File: src/rtl/rotate_amount_detector.sv
// Iterative inverse of the right-rotate datapath: finds the smallest k with
// rotr(b, k) == target, testing one candidate rotation per clock.
module rotate_amount_detector #(
    parameter int unsigned N   = 32,
    parameter int unsigned LVL = 5
) (
    input  logic           clk,
    input  logic           rst_n,
    input  logic           start,
    output logic           in_ready,
    input  logic [N-1:0]   b,
    input  logic [N-1:0]   target,
    output logic           done,
    output logic           found,
    output logic [LVL-1:0] amount,
    output logic [LVL-1:0] amount_left
);

    typedef enum logic {
        IDLE,
        SEARCH
    } state_t;

    state_t         state;
    state_t         state_nxt;
    logic [N-1:0]   cur;
    logic [N-1:0]   tgt;
    logic [LVL-1:0] cnt;
    logic           match;
    logic           last;

    assign match = (cur == tgt);
    assign last  = (cnt == LVL'(N - 1));

    always_ff @(posedge clk or negedge rst_n) begin
        if (!rst_n) begin
            state <= IDLE;
        end else begin
            state <= state_nxt;
        end
    end

    always_comb begin
        state_nxt = state;
        case (state)
            IDLE:    if (start) state_nxt = SEARCH;
            SEARCH:  if (match || last) state_nxt = IDLE;
            default: state_nxt = IDLE;
        endcase
    end

    always_comb begin
        in_ready = (state == IDLE);
    end

    // The match test precedes the last-candidate test so a rotation of N-1 is still found.
    always_ff @(posedge clk or negedge rst_n) begin
        if (!rst_n) begin
            cur    <= '0;
            tgt    <= '0;
            cnt    <= '0;
            done   <= 1'b0;
            found  <= 1'b0;
            amount <= '0;
        end else begin
            done <= 1'b0;
            case (state)
                IDLE: begin
                    if (start) begin
                        cur    <= b;
                        tgt    <= target;
                        cnt    <= '0;
                        found  <= 1'b0;
                        amount <= '0;
                    end
                end
                SEARCH: begin
                    if (match) begin
                        amount <= cnt;
                        found  <= 1'b1;
                        done   <= 1'b1;
                    end else if (last) begin
                        amount <= '0;
                        found  <= 1'b0;
                        done   <= 1'b1;
                    end else begin
                        cur <= {cur[0], cur[N-1:1]};
                        cnt <= cnt + LVL'(1);
                    end
                end
                default: ;
            endcase
        end
    end

    // N == 2**LVL, so negation in LVL bits is (N - amount) mod N.
    always_comb begin
        amount_left = found ? (-amount) : '0;
    end

endmodule
File: config.mk
export PLATFORM = sky130hd
export DESIGN_NAME = rotate_amount_detector
export DESIGN_NICKNAME = d
export VERILOG_FILES = /design/src/rtl/rotate_amount_detector.sv
export SDC_FILE = /design/constraint.sdc
export NUM_CORES = 1
export LEC_CHECK = 0
export ABC_CLOCK_PERIOD_IN_PS = 3500
export CAP_MARGIN = 30
export CORE_MARGIN = 2
export CORE_UTILIZATION = 45
export CTS_CLUSTER_SIZE = 12
export DETAILED_ROUTE_END_ITERATION = 6
export PLACE_DENSITY = 0.83
export SETUP_SLACK_MARGIN = 0.1
export SLEW_MARGIN = 15
export SYNTH_ARGS = -nofsm -noshare
export SYNTH_HDL_FRONTEND = slang
export SYNTH_SLANG_ARGS = --single-unit
File: constraint.sdc
create_clock -name clk -period 3.5 [get_ports clk]
set_clock_uncertainty 0.05 [all_clocks]
set_input_delay 0.35 -clock clk [delete_from_list [all_inputs] [get_ports clk]]
set_output_delay 0.35 -clock clk [all_outputs]
set_load 0.05 [all_outputs]
# Yosys cells after proc, flatten, opt, wreduce, memory -nomap -nowiden
# Index checks and enable logic that the tools add are counted.
# op_classes
n_eq_ne,6
n_reduce_logical,4
addsub,2
mux,22
bitwise_logic,1
# op_table
op,count
$mux 32,3
$pmux 32 s2,1
$eq 32x32->1,1
$mux 5,6
$pmux 5 s2,2
$mux 1,8
$ne 2x2->1 const B,3
$add 5x1->5 const B,1
$eq 5x5->1 const B,1
$neg 5->5,1
$pmux 1 s2,2
$reduce_and 2->1,2
$ne 3x1->1 const B,1
$reduce_and 3->1,1
$logic_or 1x1->1,1
$not 1->1,1
# totals
wordCells,42
out_inout_bits,13
reg_bits,77
in_bits,67

# Longest topological paths before layout
# depth
ltp_word,4
mapped_depth,8
mapped_depth_nobuf,6

# Worst setup path after synthesis
# No wires, ideal clock.
# synth_path
path_type,register -> output
startpoint,register amount[0]
endpoint,output amount_left[4]
arrival_time_ps,1610
required_time_ps,3100
setup_slack_ps,1490
n_path_buf,0
path_stages_with_launch,6
path_cell_list,dfrtp_1 > inv_1 > ha_1 > nand2_1 > xor2_1 > and2_1
# synth_between
elab_chain_cells,2
# synth_rtl
element,line,text
"start, declared",15,"output logic [LVL-1:0] amount,"
"start signal, assigned",79,amount <= cnt;
$neg 5->5,98,amount_left = found ? (-amount) : '0;
$mux 5,98,
"end, declared",16,output logic [LVL-1:0] amount_left
# No other way between the ends.

# Worst setup path in the final report
# layout_path
startpoint,register cnt[0]
endpoint,register cur[1]
# layout_between
elab_chain_cells,3
# layout_rtl
element,line,text
"start, declared",28,logic [LVL-1:0] cnt;
"start signal, assigned",88,cnt <= cnt + LVL'(1);
$eq 5x5->1,33,assign last = (cnt == LVL'(N - 1));
$ne 2x2->1 (no line),-,
$reduce_and 3->1 (no line),-,
"end signal, assigned",87,"cur <= {cur[0], cur[N-1:1]};"
"end, declared",26,logic [N-1:0] cur;
# No other way between the ends.
# A chain may end at the register's enable or synchronous reset.

==> results.env <==
SYNTHDOMINANTAREACELLTYPE='sky130_fd_sc_hd__dfrtp_1'
MAX-CAP-VIOLATIONS=0
FIRSTDRTPASSITERS=4
WORST_SLEW_PIN_SLEW_NS=0.737
CLOCK_LATENCY_NS=0.36
SYNTHTOPCELLSBYAREA='sky130_fd_sc_hd__dfrtp_1 (52%), sky130_fd_sc_hd__mux2_2 (9.7%), sky130_fd_sc_hd__xnor2_1 (8.5%)'
YS_FF_LATCH=77
SYNTH-SEQ-AREA-SHARE_PCT=52.0
GRT_ANTENNA_BEFORE_REPAIR=0
FINALWIRELENGTH_UM=8400
WARNINGS_SYNTHESIS=0
CRIT_PATH_MAX_INCR_DELAY_NS=0.44
POWER.SHARE.SWITCHING_PCT=36.5
FINALCRITICALPERIOD_NS=2.67
CRITICAL_PATH.MAX_FANOUT=32
PLACE_HPWL_UM=5950
INITIALDRTVIOLATIONCOUNT=237
POWER.SHARE.CLOCK_PCT=17.3
CP_DATA_ARRIVAL_TIME_NS=2.86
SYNTH-EDFF-COUNT=0
CTS-HOLD-FIX-BUFFERS=0
POWER_PER_CELL_AREA_nW_PER_UM2=795
DRC=0
MAX-SLEW-MARGIN-REL_PCT=50.7
CTS_ROOT_BUFFER='sky130_fd_sc_hd__clkbuf_8'
FINALHOLDVIOLATIONS=0
SYNTH_MOST_COMMON_CELL='sky130_fd_sc_hd__dfrtp_1'
BOUNDARY_PIN_COUNT=80
TRITONCTS_NUM_SINKS=77
MAPPEDNETLISTNETS=397
BUFFERS_ON_PORTS=79
FIN_SETUP_TNS_NS=0
FMAX_MHz=375
CLK_PIN_SLEW_NS=0.08
POST_SYNTH_NUM_CELL_TYPES=35
POST_SYNTH.CELL_AREA_AVG_SQ_UM=11.3
LAYOUT.NETS=475
CTS-BUFFERS-INSERTED=9
CLOCK_PATH_BUFFERS=2
CRIT_END_ELEMENT='flop'
FIRST_GLOBAL_VIAS=2705
AREA.GROWTH.SYNTH_TO_FINAL_PCT=29.7
GPL.FINAL_WEIGHTED_CONGESTION=0.826
PATH_CELLS='ha_1 -> and3_1 -> ha_1 -> a211oi_4 -> buf_4 -> or2_4 -> o21ai_0'
POST_SYNTH_INSTANCE_AREA_SQ_UM=3710
GRT_START_MAX_NET_PINS=78
TOTAL_NUMBER_OF_PLACEMENT_ROWS=33
DIEAREA_SQ_UM=8980
SYNTH.TOP_CELL.AREA_SHARE_PCT=52.0
ANTENNA_VIOLATING_NETS_POST_ROUTE=0
TOTAL_SWITCHING_POWER_W=0.00140
DETAIL_ROUTE.VIAS_PER_CELL=5.28
POST_LAYOUT_NONFILLER_INSTANCES=515
CRIT_TYPE='flop to flop'
POST_CTS_BUFFERS=0
CLOCK_TREE.HTREE_LEVEL_COUNT=3
HOLD_CRIT_PATH_TYPE='primary input to asynchronous set/reset pin'
CLOCK_TREE_FROM_TRITONCTS='yes'
SYNTH_CELLS=327
POST-PLACE-CELLS=497
GRT_USAGE_PCT=20.2
PATH_COMMON_CELL='sky130_fd_sc_hd__ha_1'
GRT_SETUP_UNREPAIRED='no'
CELLLEAKAGEPOWER_nW=2.09
STARTPOINT_TYPE='flop'
SYNTH-ASYNC-RESET-RATIO_PCT=100
SLEW_VIOLATIONS=0
VDD.IR_DROP.WORST_uV=407
INSERTEDDIODECOUNT=0
GLOBALROUTE.TOTALOVERFLOW=0
CP.BUFFERS_INVERTERS=1
SHARE_SEQ_OF_TOTAL_POWER_PCT=44.7
TIMING.FINAL.SETUP_VIOLATIONS=0
POST_ROUTE_CLOCK_PERIOD_UTILIZATION_PCT=76.2
FLOORPLAN.INITIALDENSITY_PCT=45.8
PATH_DELAY_FAMILY='simple AND/OR/NAND/NOR gates'
POWER.COMBINATIONAL.FRACTION_PCT=37.9
OUTCOME='finished clean'
WORST_PATH_MAX_DELAY_CELL='sky130_fd_sc_hd__dfrtp_1'
GRT_PASS1_WL_UM=13500
CRITPATHREQUIREDTIME_NS=3.69
CORE-AREA_SQ_UM=8090
SYNTH_FLOP_CELL='sky130_fd_sc_hd__dfrtp_1'
NUM_VIAS=2718
CHIPHEIGHT_UM=94.8
WIRE_PER_INST_UM=16.3
CTSRESIZECOUNT=0
SYNTH_COMMON_CELLS='sky130_fd_sc_hd__dfrtp_1 (77), sky130_fd_sc_hd__xnor2_1 (36), sky130_fd_sc_hd__inv_1 (35)'
DIE_WIDTH_UM=94.8
P_INT_W=0.00243
LAYOUT-DRIVE-GT1-SHARE_PCT=14.9
layout by cell type (no fill, tap or decap), types with 3 or more instances in the layout:
master | Yosys | layout
sky130_fd_sc_hd__ha_1 | 3 | 3
sky130_fd_sc_hd__mux2_2 | 32 | 32
sky130_fd_sc_hd__clkbuf_8 | 0 | 10
sky130_fd_sc_hd__o21ai_0 | 3 | 3
sky130_fd_sc_hd__dfrtp_1 | 77 | 77
sky130_fd_sc_hd__xnor2_1 | 36 | 36
sky130_fd_sc_hd__nand4_1 | 8 | 8
sky130_fd_sc_hd__clkinv_2 | 0 | 4
sky130_fd_sc_hd__o21ai_1 | 27 | 27
sky130_fd_sc_hd__nor2_1 | 3 | 3
sky130_fd_sc_hd__a22oi_1 | 29 | 29
sky130_fd_sc_hd__a32oi_1 | 5 | 5
sky130_fd_sc_hd__clkdlybuf4s50_1 | 0 | 78
sky130_fd_sc_hd__a21oi_1 | 3 | 3
sky130_fd_sc_hd__mux2i_1 | 4 | 4
sky130_fd_sc_hd__o22ai_1 | 3 | 3
sky130_fd_sc_hd__nand2_1 | 18 | 18
sky130_fd_sc_hd__inv_1 | 35 | 35
sky130_fd_sc_hd__and2_1 | 6 | 6
layout make-up:
cell class / count / area [sq um]
Sequential cell: 77 / 1930
Timing Repair Buffer: 84 / 873
Tap cell: 105 / 131
Clock buffer: 11 / 141
Fill cell: 683 / 3290
Multi-Input combinational cell: 198 / 1550
Inverter: 35 / 131
Clock inverter: 5 / 50.0
worst register-to-register path, stage by stage, from the launching register on:
cell                       delay, ns
sky130_fd_sc_hd__dfrtp_1        0.44
sky130_fd_sc_hd__ha_1           0.24
sky130_fd_sc_hd__and3_1         0.18
sky130_fd_sc_hd__ha_1           0.25
sky130_fd_sc_hd__a211oi_4       0.38
sky130_fd_sc_hd__buf_4          0.41
sky130_fd_sc_hd__or2_4          0.45
sky130_fd_sc_hd__o21ai_0        0.14
kinds of logic (layout without fill, tap and decap cells):
group                    after synthesis  after routing  synth area share [%]
AO/OA/AOI/OAI                         78             78                  13.9
XOR/XNOR                              37             37                  8.74
buffers and inverters                 52            135                  6.68
multiplexers                          36             36                  10.8
AND/OR/NAND/NOR                       44             44                  6.82
flip-flops                            77             77                  52.0
adder cells (fa/ha/maj)                3              3                  1.01
layer usage:
| metal | wire [um] | track usage, % | vias up |
|---|---|---|---|
| li1 | - | - | 1286 |
| met1 | 3530 | 25.8 | 1330 |
| met2 | 4260 | 33.3 | 90 |
| met3 | 496 | 5.75 | 12 |
| met4 | 112 | 6.76 | 0 |
| met5 | 0 | 0 | - |
power by group through the flow:
stage / Sequential [W] / Clock, W / Combinational [W]
after floorplan: 0.00163 / 0 / 0.00110
after detailed placement: 0.00172 / 0 / 0.00144
after CTS: 0.00170 / 0.000667 / 0.00146
after global placement: 0.00169 / 0 / 0.00139
after global routing: 0.00176 / 0.000711 / 0.00161
final: 0.00171 / 0.000663 / 0.00145
worst paths after layout:
| path | to | slack, ns | startpoint | cells after the start |
|---|---|---|---|---|
| setup / recovery | cur[1] | 0.83 | cnt[0] | 7 |
| hold / removal | cur[2] | 0.32 | rst_n | 2 |
| setup reg to reg | cur[1] | 0.83 | cnt[0] | 7 |
| hold reg to reg | tgt[14] | 0.49 | tgt[14] | 1 |
| max in group asynchronous | cur[27] | 2.51 | rst_n | 3 |
| min in group clk | tgt[14] | 0.49 | tgt[14] | 1 |
stage by stage:
step | area (sq um) | total power, W | utilization, % | hold slack, ns | setup WS [ns]
2_1_floorplan | 3710 | 0.00274 | - | 0.00441 | 1.49
3_3_place_gp | 4580 | 0.00309 | 56.6 | 0.462 | 0.970
3_5_place_dp | 4580 | 0.00316 | 56.6 | 0.470 | 0.877
4_1_cts | 4770 | 0.00383 | 58.9 | 0.121 | 0.878
5_1_grt | 4810 | 0.00409 | 59.4 | 0.329 | 0.697
6_report | 4810 | 0.00382 | 59.4 | 0.319 | 0.833
flip-flops by register name, indices dropped and copies added, names as in the netlist:
| name | flops |
|---|---|
| amount | 5 |
| cnt | 5 |
| cur | 32 |
| done | 1 |
| found | 1 |
| state | 1 |
| tgt | 32 |
Note: power is estimated with default switching activity, not from simulation.
